### src/rtl/input_debouncer_pkg.sv
// -----------------------------------------------------------------------------
// input_debouncer_pkg
// Shared definitions for the button/switch debouncer:
//   db_state_t        - per-channel debounce FSM state
//   DEF_*             - default timing constants (100 MHz system clock)
//   state_is_high()   - debounced level implied by an FSM state
// -----------------------------------------------------------------------------
package input_debouncer_pkg;

    typedef enum logic [1:0] {
        LO      = 2'd0,
        WAIT_HI = 2'd1,
        HI      = 2'd2,
        WAIT_LO = 2'd3
    } db_state_t;

    localparam int DEF_N_CH          = 4;
    localparam int DEF_DEBOUNCE_CYC  = 1_000_000;   // 10 ms at 100 MHz
    localparam int DEF_REPEAT_DELAY  = 50_000_000;  // 500 ms at 100 MHz
    localparam int DEF_REPEAT_PERIOD = 10_000_000;  // 100 ms at 100 MHz

    // The accepted level stays high while a falling edge is still being
    // qualified, and stays low while a rising edge is being qualified.
    function automatic logic state_is_high(input db_state_t st);
        return (st == HI) || (st == WAIT_LO);
    endfunction

endpackage

### src/rtl/debounce_channel.sv
// -----------------------------------------------------------------------------
// debounce_channel
// One debounced input: 2-flop synchronizer, 4-state debounce FSM with a
// stability counter, registered level/press/release outputs.
// Optional auto-repeat of press while held, enabled by defining BTN_REPEAT_EN.
//
// Ports:
//   clk_i      - system clock, rising edge
//   rst_i      - asynchronous active-high reset
//   raw_i      - asynchronous, bouncy input
//   level_o    - debounced level (registered)
//   press_o    - one-cycle pulse on accepted 0->1 (and on auto-repeat)
//   release_o  - one-cycle pulse on accepted 1->0
// -----------------------------------------------------------------------------
module debounce_channel
    import input_debouncer_pkg::*;
#(
    parameter int DEBOUNCE_CYC  = DEF_DEBOUNCE_CYC,
    parameter int REPEAT_DELAY  = DEF_REPEAT_DELAY,
    parameter int REPEAT_PERIOD = DEF_REPEAT_PERIOD
) (
    input  logic clk_i,
    input  logic rst_i,
    input  logic raw_i,
    output logic level_o,
    output logic press_o,
    output logic release_o
);

    localparam int CNT_W = $clog2(DEBOUNCE_CYC + 1);

    if (DEBOUNCE_CYC < 2) begin : g_bad_debounce
        $error("debounce_channel: DEBOUNCE_CYC must be 2 or more");
    end
    if (REPEAT_DELAY < 1 || REPEAT_PERIOD < 1) begin : g_bad_repeat
        $error("debounce_channel: REPEAT_DELAY and REPEAT_PERIOD must be 1 or more");
    end

    logic             sync1_q;
    logic             s_q;
    db_state_t        state_q, state_d;
    logic [CNT_W-1:0] cnt_q, cnt_d;
    logic             level_q, level_d;
    logic             press_q, press_d;
    logic             release_q, release_d;
    logic             rpt_fire;

    // State register: synchronizer, FSM, counter and registered outputs
    always_ff @(posedge clk_i or posedge rst_i) begin
        if (rst_i) begin
            sync1_q   <= 1'b0;
            s_q       <= 1'b0;
            state_q   <= LO;
            cnt_q     <= '0;
            level_q   <= 1'b0;
            press_q   <= 1'b0;
            release_q <= 1'b0;
        end else begin
            sync1_q   <= raw_i;
            s_q       <= sync1_q;
            state_q   <= state_d;
            cnt_q     <= cnt_d;
            level_q   <= level_d;
            press_q   <= press_d;
            release_q <= release_d;
        end
    end

    // Next-state logic. cnt counts consecutive samples at the new level; the
    // entering sample already counts as 1, so the change is accepted on the
    // DEBOUNCE_CYC-th consecutive sample.
    always_comb begin
        state_d = state_q;
        cnt_d   = cnt_q;
        case (state_q)
            LO: begin
                if (s_q) begin
                    state_d = WAIT_HI;
                    cnt_d   = CNT_W'(1);
                end
            end
            WAIT_HI: begin
                if (!s_q) begin
                    state_d = LO;
                    cnt_d   = '0;
                end else if (cnt_q == CNT_W'(DEBOUNCE_CYC - 1)) begin
                    state_d = HI;
                    cnt_d   = '0;
                end else begin
                    cnt_d = cnt_q + CNT_W'(1);
                end
            end
            HI: begin
                if (!s_q) begin
                    state_d = WAIT_LO;
                    cnt_d   = CNT_W'(1);
                end
            end
            WAIT_LO: begin
                if (s_q) begin
                    state_d = HI;
                    cnt_d   = '0;
                end else if (cnt_q == CNT_W'(DEBOUNCE_CYC - 1)) begin
                    state_d = LO;
                    cnt_d   = '0;
                end else begin
                    cnt_d = cnt_q + CNT_W'(1);
                end
            end
            default: begin
                state_d = LO;
                cnt_d   = '0;
            end
        endcase
    end

    // Outputs are registered from the next state so that the pulses line up
    // with the cycle in which level changes.
    always_comb begin
        level_d   = state_is_high(state_d);
        press_d   = (!state_is_high(state_q) && level_d) || rpt_fire;
        release_d = state_is_high(state_q) && !level_d;
    end

`ifdef BTN_REPEAT_EN
    localparam int RPT_MAX = (REPEAT_DELAY > REPEAT_PERIOD) ? REPEAT_DELAY : REPEAT_PERIOD;
    localparam int RPT_W   = $clog2(RPT_MAX + 1);

    logic [RPT_W-1:0] rpt_q, rpt_d;
    logic             rpt_phase_q, rpt_phase_d;  // 0: waiting for first repeat
    logic             rpt_hit;

    always_ff @(posedge clk_i or posedge rst_i) begin
        if (rst_i) begin
            rpt_q       <= '0;
            rpt_phase_q <= 1'b0;
        end else begin
            rpt_q       <= rpt_d;
            rpt_phase_q <= rpt_phase_d;
        end
    end

    // Counts only while the level stays high across the edge; the entering
    // edge and the leaving edge both clear it, so a release never repeats.
    always_comb begin
        rpt_d       = '0;
        rpt_phase_d = 1'b0;
        rpt_fire    = 1'b0;
        rpt_hit     = rpt_phase_q ? (rpt_q == RPT_W'(REPEAT_PERIOD - 1))
                                  : (rpt_q == RPT_W'(REPEAT_DELAY - 1));
        if (state_is_high(state_q) && state_is_high(state_d)) begin
            rpt_phase_d = rpt_phase_q;
            if (rpt_hit) begin
                rpt_fire    = 1'b1;
                rpt_d       = '0;
                rpt_phase_d = 1'b1;
            end else begin
                rpt_d = rpt_q + RPT_W'(1);
            end
        end
    end
`else
    assign rpt_fire = 1'b0;
`endif

    assign level_o   = level_q;
    assign press_o   = press_q;
    assign release_o = release_q;

endmodule

### src/rtl/input_debouncer.sv
// -----------------------------------------------------------------------------
// input_debouncer
// N_CH independent debounced board inputs (buttons/switches).
// Define BTN_REPEAT_EN to enable auto-repeat press pulses while held.
//
// Ports:
//   CLOCK_100  - 100 MHz system clock, rising edge
//   reset      - asynchronous active-high reset
//   raw        - [N_CH] asynchronous bouncy inputs
//   level      - [N_CH] debounced registered levels
//   press      - [N_CH] one-cycle pulse on accepted 0->1 (and auto-repeat)
//   release_p  - [N_CH] one-cycle pulse on accepted 1->0
// -----------------------------------------------------------------------------
module input_debouncer
    import input_debouncer_pkg::*;
#(
    parameter int N_CH          = DEF_N_CH,
    parameter int DEBOUNCE_CYC  = DEF_DEBOUNCE_CYC,
    parameter int REPEAT_DELAY  = DEF_REPEAT_DELAY,
    parameter int REPEAT_PERIOD = DEF_REPEAT_PERIOD
) (
    input  logic            CLOCK_100,
    input  logic            reset,
    input  logic [N_CH-1:0] raw,
    output logic [N_CH-1:0] level,
    output logic [N_CH-1:0] press,
    output logic [N_CH-1:0] release_p
);

    for (genvar ch = 0; ch < N_CH; ch++) begin : g_ch
        debounce_channel #(
            .DEBOUNCE_CYC (DEBOUNCE_CYC),
            .REPEAT_DELAY (REPEAT_DELAY),
            .REPEAT_PERIOD(REPEAT_PERIOD)
        ) u_chan (
            .clk_i    (CLOCK_100),
            .rst_i    (reset),
            .raw_i    (raw[ch]),
            .level_o  (level[ch]),
            .press_o  (press[ch]),
            .release_o(release_p[ch])
        );
    end

endmodule

### config.mk
export PLATFORM = sky130hd
export DESIGN_NAME = input_debouncer
export DESIGN_NICKNAME = d
export VERILOG_FILES = /design/src/rtl/input_debouncer_pkg.sv /design/src/rtl/debounce_channel.sv /design/src/rtl/input_debouncer.sv
export SDC_FILE = /design/constraint.sdc
export NUM_CORES = 1
export LEC_CHECK = 0
export CAP_MARGIN = 0
export CORE_ASPECT_RATIO = 1.4
export CORE_MARGIN = 2
export CORE_UTILIZATION = 25
export CTS_CLUSTER_DIAMETER = 60
export DETAILED_ROUTE_END_ITERATION = 10
export HOLD_SLACK_MARGIN = 0.03
export PLACE_DENSITY = 0.47
export RECOVER_POWER = 25
export SLEW_MARGIN = 30
export SYNTH_ARGS = -nofsm -noshare
export SYNTH_HDL_FRONTEND = slang
export SYNTH_SLANG_ARGS = --single-unit
### constraint.sdc
create_clock -name CLOCK_100 -period 4.35 [get_ports CLOCK_100]
set_clock_uncertainty 0.1 [all_clocks]
set_input_delay 0.87 -clock CLOCK_100 [delete_from_list [all_inputs] [get_ports CLOCK_100]]
set_output_delay 0.87 -clock CLOCK_100 [all_outputs]
set_load 0.01 [all_outputs]
==> impl_summary.txt, run 1 <==
----------------------------------------------------
[Status]
  Run status ... finished with violations
  Failing checks ... capacitance limit, slew limit

[Floorplan]
  I/O pin cnt ... 18
  Core footprint ... 21940 um2
  Die width ... roughly 130 um
  Die area ... 23620 um2
  Placement row count ... 64
  Initial Utilization ... 25.51%
  DIE HEIGHT ... 181.0 um

[Timing]
  Maximum clock frequency ... around 0.35 GHz
  Measured slew at the worst slew-check pin ... 2.538 ns
  Final-report setup violation count ... 0
  Rel. slew slack ... -70.11%
  Setup total negative slack ... 0 ns
  RSZ-0062 raised after global routing ... false
  Final clock period utilization by the worst path ... 66.63%
  Minimum period implied by the final worst setup slack ... about 2.9 ns
  Count of final max-slew check failures ... 53
  Hold violation total from the final report ... 0

[Yosys]
  Post-Synth Simple-Gate Area ... 23.83%
  Number of enable-type register cells in the synthesized netlist ... 0
  Synthesized netlist cell count ... 575
  Share of the synthesized area in compound gates (AO/OA/AOI/OAI) ... 16.57%
  Fraction of the yosys area taken by sequential cells ... approximately half
  Syn Area/Cell ... ~9.7 um2
  Proportion of netlist area held by the largest area contributor ... 48.29%
  Number of different library cells in the post-synthesis netlist ... 60
  Number of warning messages in the yosys log ... 0
  Multiplexer area fraction after synthesis ... 2.280%
  Post-Syn Area ... about 5600 um2
  Top cell type by total area after synthesis ... sky130_fd_sc_hd__dfrtp_1
  Async S/R FF share, synth ... 100.0%
  Mapped Nets ... 585
  Post-synth top flop ... sky130_fd_sc_hd__dfrtp_1
  XOR/XNOR share of the synthesized area ... 3.756%
  Most frequent cells after synthesis ... 108 x sky130_fd_sc_hd__dfrtp_1, 73 x sky130_fd_sc_hd__nand2_1, 35 x sky130_fd_sc_hd__a31oi_1, 34 x sky130_fd_sc_hd__nand3_1, 33 x sky130_fd_sc_hd__o21ai_0
  Most area-consuming cells after synthesis ... sky130_fd_sc_hd__dfrtp_1 48%, sky130_fd_sc_hd__nand2_1 4.9%, sky130_fd_sc_hd__a31oi_1 3.9%
  Share of synthesized cell area in full adder, half adder and majority cells ... 0.8943%
  Count leader, synth ... sky130_fd_sc_hd__dfrtp_1
  Main combinational cell family by area after synthesis ... simple AND/OR/NAND/NOR gates
  Total of flip-flops plus latches after synthesis ... approximately 110

[Final layout]
  Nets ... 583
  Area of the multi-input gates ... 2664 um2
  Synthesis-to-finish area growth ... 12.81%
  Antenna cells ... 0
  Sequential cell area ... 2703 um2
  Fraction of final layout cells with drive strength greater than 1 ... under 10%
  Filler Cell Count ... 2276

[Critical path]
  Cell family with the largest share of critical-path delay ... buffers and inverters
  Combined buffer and inverter count along the critical path ... 2
  Cell-by-cell trace of the critical path ... dlygate4sd3_1 -> clkinvlp_2
  Highest net fanout along the worst path ... 53
  Cell with the largest stage delay on the worst path ... sky130_fd_sc_hd__clkinvlp_2
  Startpoint-to-endpoint class of the critical path ... in -> async
  Startpoint class of the critical path ... input port
  Type of destination of the critical path ... async pin
  CP Data Arrival Time ... ~2.9 ns
  Data required time at the worst endpoint ... 4.33 ns
  Worst stage delay on the critical path ... 1.44 ns

[Clock network]
  Clock buffer depth ... 2
  H-Tree Level Count ... 3
  Number of clock sinks seen by CTS ... 108
  CTS buffer count ... 9
  CTS tree ... yes
  Post-CTS clock slew at the launch and capture registers of the worst setup and hold paths ... 0.07 ns
  Insertion delay of the later-clocked pin in the worst-skew pair ... 0.36 ns
  Post-cts repair resize count ... 0
  Number of buffers inserted for hold repair after clock tree synthesis ... 0
  Buffers inserted by post-CTS timing repair ... 0
  Root buffer selected by CTS ... sky130_fd_sc_hd__clkbuf_16

[Power and ir drop]
  Leakage power ... 2.561 nW
  Peak ir drop on the vdd network ... ~0.00019 V
  Power per cell area ... 328.7 nW/um2
  Final total power ... 0.002075 W

[Routing]
  Total number of vias ... 4324
  Total wire length ... 11940 um
  Number of iterations in the first detailed-routing pass ... 4
  Number of routed nets with antenna violations ... 0
  Final routed wire length divided by cell count ... 13.64 um
  Via density ... 4.942
  Post-route DRC ... 0
  Violation count after the first detailed-routing iteration ... approximately 220

[Global route]
  GRT Resource Usage Total ... 10.71%
  Pin count of the biggest net entering global routing ... 57
  Number of antenna violations at the first check in global routing ... 0
  Overall overflow remaining after global route ... 0
  First-pass GRT wire length ... approximately 20000 um
  Via count of the first global-routing pass ... 4158

[Min path]
  Worst Hold Class ... reg -> reg

[Placement]
  Post-detailed-placement half-perimeter wirelength ... approximately 8000 um
  Global placer's final weighted congestion ... 0.8016
  PortBufs ... 17

[Flow run]
  Number of max-capacitance violations reported ... 1

----------------------------------------------------
==> cell families after synthesis <==
logic type | after synthesis
compound gates | 140
xor+xnor | 24
fa+ha+maj | 4
buf+inv | 45
flops | 108
mux | 11
simple gates | 243
==> worst register-to-register path: cells and delay by family, from the launching register on <==
family                 cells  cell delay, ns
AOI/OAI and AO/OA          3            0.69
buffers and inverters      1            0.30
DFF                        1            0.45
and+or+nand+nor            2            0.81
==> final cells by class <==
class	instances	share of cell area [%]
clock buffers	9	3.567
clock inverters	7	1.566
inverters	12	0.7333
multi-input cells	422	42.19
flip-flops and latches	108	42.81
well taps	297	5.886
repair buffers	20	3.250
==> state kept, by name, summed over array words and instances, names as in the netlist <==
| signal | cells |
|---|---|
| g_ch.u_chan.state_q | 8 |
| g_ch.u_chan.level_o | 4 |
| g_ch.u_chan.press_o | 4 |
| g_ch.u_chan.sync1_q | 4 |
| g_ch.u_chan.s_q | 4 |
| g_ch.u_chan.cnt_q | 80 |
| g_ch.u_chan.release_o | 4 |
==> where the power goes <==
group          switching, W  internal (W)
clock network      0.000397      0.000510
logic             0.0000771     0.0000391
registers         0.0000262       0.00103
==> path summary, 6_finish.rpt <==
check                                   startpoint                       to  slack, ns  cells after the start
max                                          reset  g_ch[2].u_chan.cnt_q[2]       1.45                      2
min                         g_ch[1].u_chan.sync1_q       g_ch[1].u_chan.s_q       0.25                      0
max reg2reg                g_ch[3].u_chan.cnt_q[7]  g_ch[3].u_chan.cnt_q[8]       1.90                      6
min reg2reg                 g_ch[1].u_chan.sync1_q       g_ch[1].u_chan.s_q       0.25                      0
max in group CLOCK_100     g_ch[3].u_chan.cnt_q[7]  g_ch[3].u_chan.cnt_q[8]       1.90                      6
min in group asynchronous                    reset   g_ch[0].u_chan.sync1_q       1.57                      2
==> per-layer routing <==
metal  wire length [um]  part of all wire, %  track usage, %  vias to the layer above
met1               5266                   44           12.96                     2135
met4                246                  2.1           5.489                        0
li1                   -                    -               -                     2111
met3                250                  2.1           1.747                       16
met5                  0                    0               0                        -
met2               6171                   52           18.14                       62
==> cell usage in the layout (no fill, tap or decap), types with 11 or more instances in the layout <==
cell type / count
sky130_fd_sc_hd__o21ai_0: 33
sky130_fd_sc_hd__clkdlybuf4s50_1: 12
sky130_fd_sc_hd__dfrtp_1: 108
sky130_fd_sc_hd__nand4_1: 20
sky130_fd_sc_hd__a22o_1: 21
sky130_fd_sc_hd__nand3_1: 34
sky130_fd_sc_hd__nand2_1: 73
sky130_fd_sc_hd__xnor2_1: 11
sky130_fd_sc_hd__inv_1: 11
sky130_fd_sc_hd__nor3_1: 12
sky130_fd_sc_hd__and2_1: 12
sky130_fd_sc_hd__a31oi_1: 35
sky130_fd_sc_hd__nor2_1: 25
sky130_fd_sc_hd__a21oi_1: 19
sky130_fd_sc_hd__xor2_1: 13
==> stage by stage <==
| step | utilization, % | hold WS (ns) | std cells | cell area [um2] | setup WS (ns) |
|---|---|---|---|---|---|
| 6_report | 28.78 | 0.2513 | 875 | 6314 | 1.452 |
| 3_3_place_gp | 27.24 | 0.2339 | 859 | 5976 | 1.947 |
| 2_1_floorplan | - | 0.2312 | 575 | 5597 | 0.5344 |
| 3_5_place_dp | 27.27 | 0.2364 | 859 | 5983 | 1.907 |
| 5_1_grt | 28.78 | 0.2619 | 875 | 6314 | 0.9989 |
| 4_1_cts | 28.75 | 0.2540 | 875 | 6307 | 1.888 |
Power figures use the tool's default switching activity.
==> inputs of run 2 (changes only) <==
clock period = 2.9 ns   (was 4.35 ns; I/O delays follow)
==> impl_summary.txt, run 2 (same netlist as run 1, synthesis figures left out) <==
----------------------------------------------------
[Status]
  Run status ... complete, no violations

[Routing]
  Number of routed nets with antenna violations ... 0 (unchanged)
  Total wire length ... 12190 um (+2.1%)
  Total number of vias ... 4328 (+0.093%)
  Number of iterations in the first detailed-routing pass ... 4 (unchanged)
  Post-route DRC ... 0 (unchanged)
  Via density ... 4.907 (-0.70%)
  Violation count after the first detailed-routing iteration ... 310 (+39%)
  Final routed wire length divided by cell count ... 13.82 um (+1.3%)

[Critical path]
  Type of destination of the critical path ... flip-flop
  R2r worst-path depth ... 5 (-1)
  Startpoint class of the critical path ... flip-flop
  Data required time at the worst endpoint ... 3.05 ns (-1.28 ns)
  CP Data Arrival Time ... 2.52 ns (-0.36 ns)
  Highest net fanout along the worst path ... 28 (-47%)
  Startpoint-to-endpoint class of the critical path ... reg -> reg

[Final layout]
  Largest Register ... g_ch.u_chan.cnt_q
  Commonest non-fill, non-tap cells in the layout ... 108 x sky130_fd_sc_hd__dfrtp_1, 73 x sky130_fd_sc_hd__nand2_1, 35 x sky130_fd_sc_hd__a31oi_1, 34 x sky130_fd_sc_hd__nand3_1, 33 x sky130_fd_sc_hd__o21ai_0
  Antenna cells ... 0 (unchanged)
  Finished Layout Cells ... 882 (+0.80%)
  Leading cell type in the layout, fill and taps excluded ... sky130_fd_sc_hd__dfrtp_1
  Nets ... 590 (+1.2%)
  Synthesis-to-finish area growth ... 12.94%
  Filler Cell Count ... 2292 (+0.70%)
  Flip-flop count of the largest register after layout ... 80 (unchanged)
  Fraction of final layout cells with drive strength greater than 1 ... 8.205% (+1.1 points)
  Top Registers ... g_ch.u_chan.cnt_q x80, g_ch.u_chan.state_q x8

[Floorplan]
  Die width ... 130.5 um (unchanged)
  Placement row count ... 64 (unchanged)
  Initial Utilization ... 25.51% (unchanged)
  DIE HEIGHT ... 181.0 um (unchanged)
  Core footprint ... 21940 um2 (unchanged)
  I/O pin cnt ... 18 (unchanged)
  Die area ... 23620 um2 (unchanged)

[Clock network]
  H-Tree Level Count ... 3 (unchanged)
  Insertion delay of the later-clocked pin in the worst-skew pair ... 0.35 ns (about the same)
  Post-cts repair resize count ... 0 (unchanged)
  CTS tree ... yes
  Number of clock sinks seen by CTS ... 108 (unchanged)
  Post-CTS clock slew at the launch and capture registers of the worst setup and hold paths ... 0.07 ns (about the same)
  Root buffer selected by CTS ... sky130_fd_sc_hd__clkbuf_16
  Number of buffers inserted for hold repair after clock tree synthesis ... 0 (unchanged)
  CTS buffer count ... 9 (unchanged)
  Buffers inserted by post-CTS timing repair ... 0 (unchanged)
  Clock buffer depth ... 2 (unchanged)

[Flow run]
  Number of max-capacitance violations reported ... 0 (-1)

[Timing]
  RSZ-0062 raised after global routing ... false
  Maximum clock frequency ... 0.4208 GHz
  Count of final max-slew check failures ... 0 (-100%)
  Final clock period utilization by the worst path ... 81.94%
  Measured slew at the worst slew-check pin ... 1.088 ns (-1.449 ns)
  Setup total negative slack ... 0 ns (unchanged)
  Final-report setup violation count ... 0 (unchanged)
  Worst setup slack after layout ... 0.5236 ns (-0.9281 ns)
  Rel. slew slack ... 27.44% (+98 points)
  Hold violation total from the final report ... 0 (unchanged)
  Minimum period implied by the final worst setup slack ... 2.376 ns

[Power and ir drop]
  Final total power ... 0.002952 W (+42%)
  Leakage power ... 2.570 nW (+0.34%)
  Peak ir drop on the vdd network ... 0.0002319 V (+25%)
  Power per cell area ... 467.1 nW/um2 (+42%)

[Global route]
  First-pass GRT wire length ... 21200 um (+4.6%)
  Via count of the first global-routing pass ... 4328 (+4.1%)
  Number of antenna violations at the first check in global routing ... 0 (unchanged)
  Pin count of the biggest net entering global routing ... 46 (-19%)
  GRT Resource Usage Total ... 11.03% (+0.32 points)
  Overall overflow remaining after global route ... 0 (unchanged)

[Placement]
  Post-detailed-placement half-perimeter wirelength ... 8383 um (+4.0%)
  Pre-CTS setup slack ... 0.5704 ns (-1.337 ns)
  Global placer's final weighted congestion ... 0.8094 (+0.97%)
  Placed insts ... 866 (+0.81%)
  PortBufs ... 17 (unchanged)

[Min path]
  Hold Path Depth ... 0 (unchanged)
  Worst Hold Class ... reg -> reg

----------------------------------------------------
[run 2: layer usage]
layer / share of wire (%) / track usage [%] / vias up
met5: 0 / 0 / -
met4: 1.9 / 4.553 / 0
met3: 2.1 / 2.102 / 15
met2: 51 / 18.85 / 44
met1: 45 / 13.47 / 2154
li1: - / - / 2115
[run 2: report_power, final]
part | leakage [nW] | total, W | internal [W] | switching, W
clock | 0.135 | 0.00120 | 0.000635 | 0.000563
combinational | 0.967 | 0.000177 | 0.0000614 | 0.000116
sequential | 1.47 | 0.00158 | 0.00154 | 0.0000382
total | 2.57 | 0.00295 | 0.00224 | 0.000717
[run 2: critical path, stage by stage, from the launching register on]
cell and delay, ns:
sky130_fd_sc_hd__dfrtp_1 0.46, sky130_fd_sc_hd__or4b_1 0.53, sky130_fd_sc_hd__nor4_1 0.43, sky130_fd_sc_hd__a21oi_4 0.30
sky130_fd_sc_hd__a21o_1 0.23, sky130_fd_sc_hd__a22o_1 0.21
[run 2: area by class of cell]
type | instances | area, um2 | share of cell area (%)
flip-flops and latches | 108 | 2703 | 42.76
multi-input cells | 422 | 2656 | 42.02
well taps | 297 | 371.6 | 5.879
clock buffers | 12 | 256.5 | 4.058
repair buffers | 27 | 255.2 | 4.038
inverters | 12 | 46.29 | 0.7324
clock inverters | 4 | 32.53 | 0.5146
[run 2: final timing paths]
path                                     startpoint                        to  slack (ns)
setup / recovery           g_ch[1].u_chan.cnt_q[10]  g_ch[1].u_chan.cnt_q[19]        0.52
hold / removal               g_ch[2].u_chan.sync1_q        g_ch[2].u_chan.s_q        0.25
setup reg to reg           g_ch[1].u_chan.cnt_q[10]  g_ch[1].u_chan.cnt_q[19]        0.52
hold reg to reg              g_ch[2].u_chan.sync1_q        g_ch[2].u_chan.s_q        0.25
max in group asynchronous                     reset        g_ch[1].u_chan.s_q        0.85
min in group asynchronous                     reset    g_ch[3].u_chan.level_o        0.52
[run 2: per-stage QoR]
stage / utilization, % / hold WS (ns) / area, um2
after floorplan: - / 0.2312 / 5600
final: 28.81 / 0.2533 / 6321
after detailed placement: 27.57 / 0.2411 / 6050
after global routing: 28.81 / 0.2578 / 6321
after global placement: 27.54 / 0.2345 / 6042
after CTS: 28.89 / 0.2576 / 6339
==> inputs of run 3 (changes only) <==
clock period = 2.3 ns   (was 2.9 ns; I/O delays follow)
==> impl_summary.txt, run 3 (same netlist as run 1, synthesis figures left out) <==
----------------------------------------------------
[Status]
  Run status ... complete, no violations

[Power and ir drop]
  Switching power summed over all nets ... 0.0009701 W (+35%)
  Peak ir drop on the vdd network ... 0.0003038 V (+31%)
  Part of the total power dissipated in sequential elements ... 53.0% (-0.4 points)
  Combinational fraction of design power ... 6.5% (+0.5 points)
  Leakage power ... 2.723 nW (+5.9%)
  Power per cell area ... 573.9 nW/um2 (+23%)
  Internal power ... 0.002784 W (+25%)
  Clock Power Share ... 40.6% (about the same)
  Switching power as a share of total power ... 25.84% (+1.5 points)

[Placement]
  Global placer's final weighted congestion ... 0.8236 (+1.8%)
  PortBufs ... 17 (unchanged)
  Cell Area, Placed ... 6285 um2 (+3.9%)
  Pre-CTS setup slack ... 0.1376 ns (-0.4329 ns)
  Post-detailed-placement half-perimeter wirelength ... 9037 um (+7.8%)

[Timing]
  Worst setup slack after layout ... 0.1620 ns (-0.3617 ns)
  Final clock period utilization by the worst path ... 92.96% (+11 points)
  Rel. slew slack ... 45.16% (+18 points)
  Maximum clock frequency ... 0.4677 GHz (+11%)
  Setup total negative slack ... 0 ns (unchanged)
  Minimum period implied by the final worst setup slack ... 2.138 ns (-0.2383 ns)
  Hold violation total from the final report ... 0 (unchanged)
  RSZ-0062 raised after global routing ... false
  Measured slew at the worst slew-check pin ... 0.8196 ns (-0.2688 ns)
  Final-report setup violation count ... 0 (unchanged)
  Count of final max-slew check failures ... 0 (unchanged)

[Routing]
  Total number of vias ... 4459 (+3.0%)
  Via density ... 4.895 (-0.25%)
  Total wire length ... 12800 um (+5.0%)
  Post-route DRC ... 0 (unchanged)
  Final routed wire length divided by cell count ... 14.05 um (+1.6%)
  Number of iterations in the first detailed-routing pass ... 4 (unchanged)
  Violation count after the first detailed-routing iteration ... 286 (-7.7%)
  Number of routed nets with antenna violations ... 0 (unchanged)

[Clock network]
  CTS tree ... yes
  Root buffer selected by CTS ... sky130_fd_sc_hd__clkbuf_16
  Insertion delay of the later-clocked pin in the worst-skew pair ... 0.36 ns (about the same)
  Buffers inserted by post-CTS timing repair ... 0 (unchanged)
  CTS buffer count ... 9 (unchanged)
  Clock buffer depth ... 2 (unchanged)
  Post-CTS clock slew at the launch and capture registers of the worst setup and hold paths ... 0.08 ns (about the same)
  H-Tree Level Count ... 3 (unchanged)
  Number of clock sinks seen by CTS ... 108 (unchanged)

[Final layout]
  Fraction of final layout cells with drive strength greater than 1 ... 12.87% (+4.7 points)
  Filler Cell Count ... 2309 (+0.74%)
  Largest Register ... g_ch.u_chan.cnt_q
  Nets ... 619 (+4.9%)
  Leading cell type in the layout, fill and taps excluded ... sky130_fd_sc_hd__dfrtp_1
  Commonest non-fill, non-tap cells in the layout ... 108 x sky130_fd_sc_hd__dfrtp_1, 73 x sky130_fd_sc_hd__nand2_1, 35 x sky130_fd_sc_hd__a31oi_1, 35 x sky130_fd_sc_hd__buf_4, 34 x sky130_fd_sc_hd__nand3_1
  Total non-filler cell area in the finished layout ... 6541 um2 (+3.5%)
  Antenna cells ... 0 (unchanged)
  Flip-flop count of the largest register after layout ... 80 (unchanged)
  Sequential cell area ... 2703 um2 (unchanged)
  Area of the multi-input gates ... 2655 um2 (about the same)
  Top Registers ... g_ch.u_chan.cnt_q x80, g_ch.u_chan.state_q x8
  Synthesis-to-finish area growth ... 16.88%

[Floorplan]
  Die width ... 130.5 um (unchanged)
  Initial Utilization ... 25.51% (unchanged)
  DIE HEIGHT ... 181.0 um (unchanged)
  Placement row count ... 64 (unchanged)
  Core footprint ... 21940 um2 (unchanged)
  I/O pin cnt ... 18 (unchanged)
  Die area ... 23620 um2 (unchanged)

[Global route]
  Pin count of the biggest net entering global routing ... 44 (-4.3%)
  Via count of the first global-routing pass ... 4357 (+0.67%)
  GRT Resource Usage Total ... 11.34% (+0.31 points)
  First-pass GRT wire length ... 21800 um (+2.8%)
  Overall overflow remaining after global route ... 0 (unchanged)
  Number of antenna violations at the first check in global routing ... 0 (unchanged)

[Min path]
  Hold Path Depth ... 0 (unchanged)
  WHS Endpoint ... g_ch[0].u_chan.s_q
  Worst Hold Class ... reg -> reg
  Start point of the worst min-delay path ... g_ch[0].u_chan.sync1_q

[Critical path]
  Launch instance of the worst register-to-register path ... g_ch[1].u_chan.cnt_q[8]
  Combined buffer and inverter count along the critical path ... 1 (+1)
  Cell family with the largest share of critical-path delay ... simple AND/OR/NAND/NOR gates
  Type of destination of the critical path ... flip-flop
  CP Data Arrival Time ... 2.28 ns (-0.24 ns)
  R2r worst-path depth ... 6 (+1)
  Startpoint class of the critical path ... flip-flop
  Worst flop-to-flop path endpoint ... g_ch[1].u_chan.cnt_q[19]
  Worst stage delay on the critical path ... 0.54 ns (about the same)
  Data required time at the worst endpoint ... 2.45 ns (-0.60 ns)
  Highest net fanout along the worst path ... 11 (-61%)
  Minimum setup slack among reg-to-reg paths ... 0.16 ns (-0.36 ns)
  Cell-by-cell trace of the critical path ... or4b_1 -> nor4_1 -> a21oi_2 -> buf_4 -> a21o_1 -> a22o_1
  Cell with the largest stage delay on the worst path ... sky130_fd_sc_hd__or4b_1
  Startpoint-to-endpoint class of the critical path ... reg -> reg

[Flow run]
  Number of max-capacitance violations reported ... 0 (unchanged)

----------------------------------------------------
-- run 3: changes by cell type in the layout (fill, tap and decap cells not counted), moves of 2 or more --
cell and change:
sky130_fd_sc_hd__buf_4 +27, sky130_fd_sc_hd__clkbuf_8 -2, sky130_fd_sc_hd__clkinv_2 +2, sky130_fd_sc_hd__inv_6 +2
-- run 3: worst max path at each step --
stage                       startpoint                   endpoint  slack, ns  cells past startpoint
5_1_grt        g_ch[3].u_chan.cnt_q[0]   g_ch[3].u_chan.cnt_q[18]       0.01                      7
6_report       g_ch[1].u_chan.cnt_q[8]   g_ch[1].u_chan.cnt_q[19]       0.16                      6
2_1_floorplan  g_ch[2].u_chan.cnt_q[7]     g_ch[2].u_chan.level_o       0.24                      6
3_3_place_gp   g_ch[1].u_chan.cnt_q[8]   g_ch[1].u_chan.cnt_q[19]       0.20                      6
3_5_place_dp   g_ch[1].u_chan.cnt_q[0]  g_ch[1].u_chan.state_q[1]       0.14                      6
4_1_cts        g_ch[1].u_chan.cnt_q[0]  g_ch[1].u_chan.state_q[1]       0.12                      6
-- run 3: final cells by class --
class,instances,area share [%]
Sequential cell,108,41.32
Multi-Input combinational cell,422,40.59
Timing Repair Buffer,56,7.422
Tap cell,297,5.681
Clock buffer,9,3.443
Clock inverter,7,0.8416
Inverter,12,0.7077
-- run 3: power by group through the flow --
stage | sequential [W] | combinational, W | clock (W)
final | 0.00199 | 0.000244 | 0.00152
after global routing | 0.00200 | 0.000278 | 0.00165
after CTS | 0.00199 | 0.000259 | 0.00158
after detailed placement | 0.00203 | 0.000258 | 0
after global placement | 0.00202 | 0.000250 | 0
after floorplan | 0.00201 | 0.000166 | 0
-- run 3: what timing repair did --
item	in CTS	in global routing
hold buffers	0	0
gates resized for setup	0	1
endpoints found under the setup margin	0	4
-- run 3: metrics by stage --
| stage | instances | power [W] | hold slack (ns) | utilization, % |
|---|---|---|---|---|
| global placement | 895 | 0.002272 | 0.2339 | 28.64 |
| finish | 911 | 0.003754 | 0.2519 | 29.81 |
| detailed placement | 895 | 0.002283 | 0.2363 | 28.64 |
| global route | 911 | 0.003925 | 0.2670 | 29.81 |
| floorplan | 575 | 0.002180 | 0.2312 | - |
| CTS | 911 | 0.003824 | 0.2533 | 29.92 |
-- run 3: per-layer routing --
metal | global-route usage [%] | wire, um | up-vias
met3 | 1.866 | 332 | 16
met4 | 4.170 | 231 | 0
li1 | - | - | 2174
met5 | 0 | 0 | -
met1 | 14.12 | 5633 | 2213
met2 | 19.54 | 6599 | 56
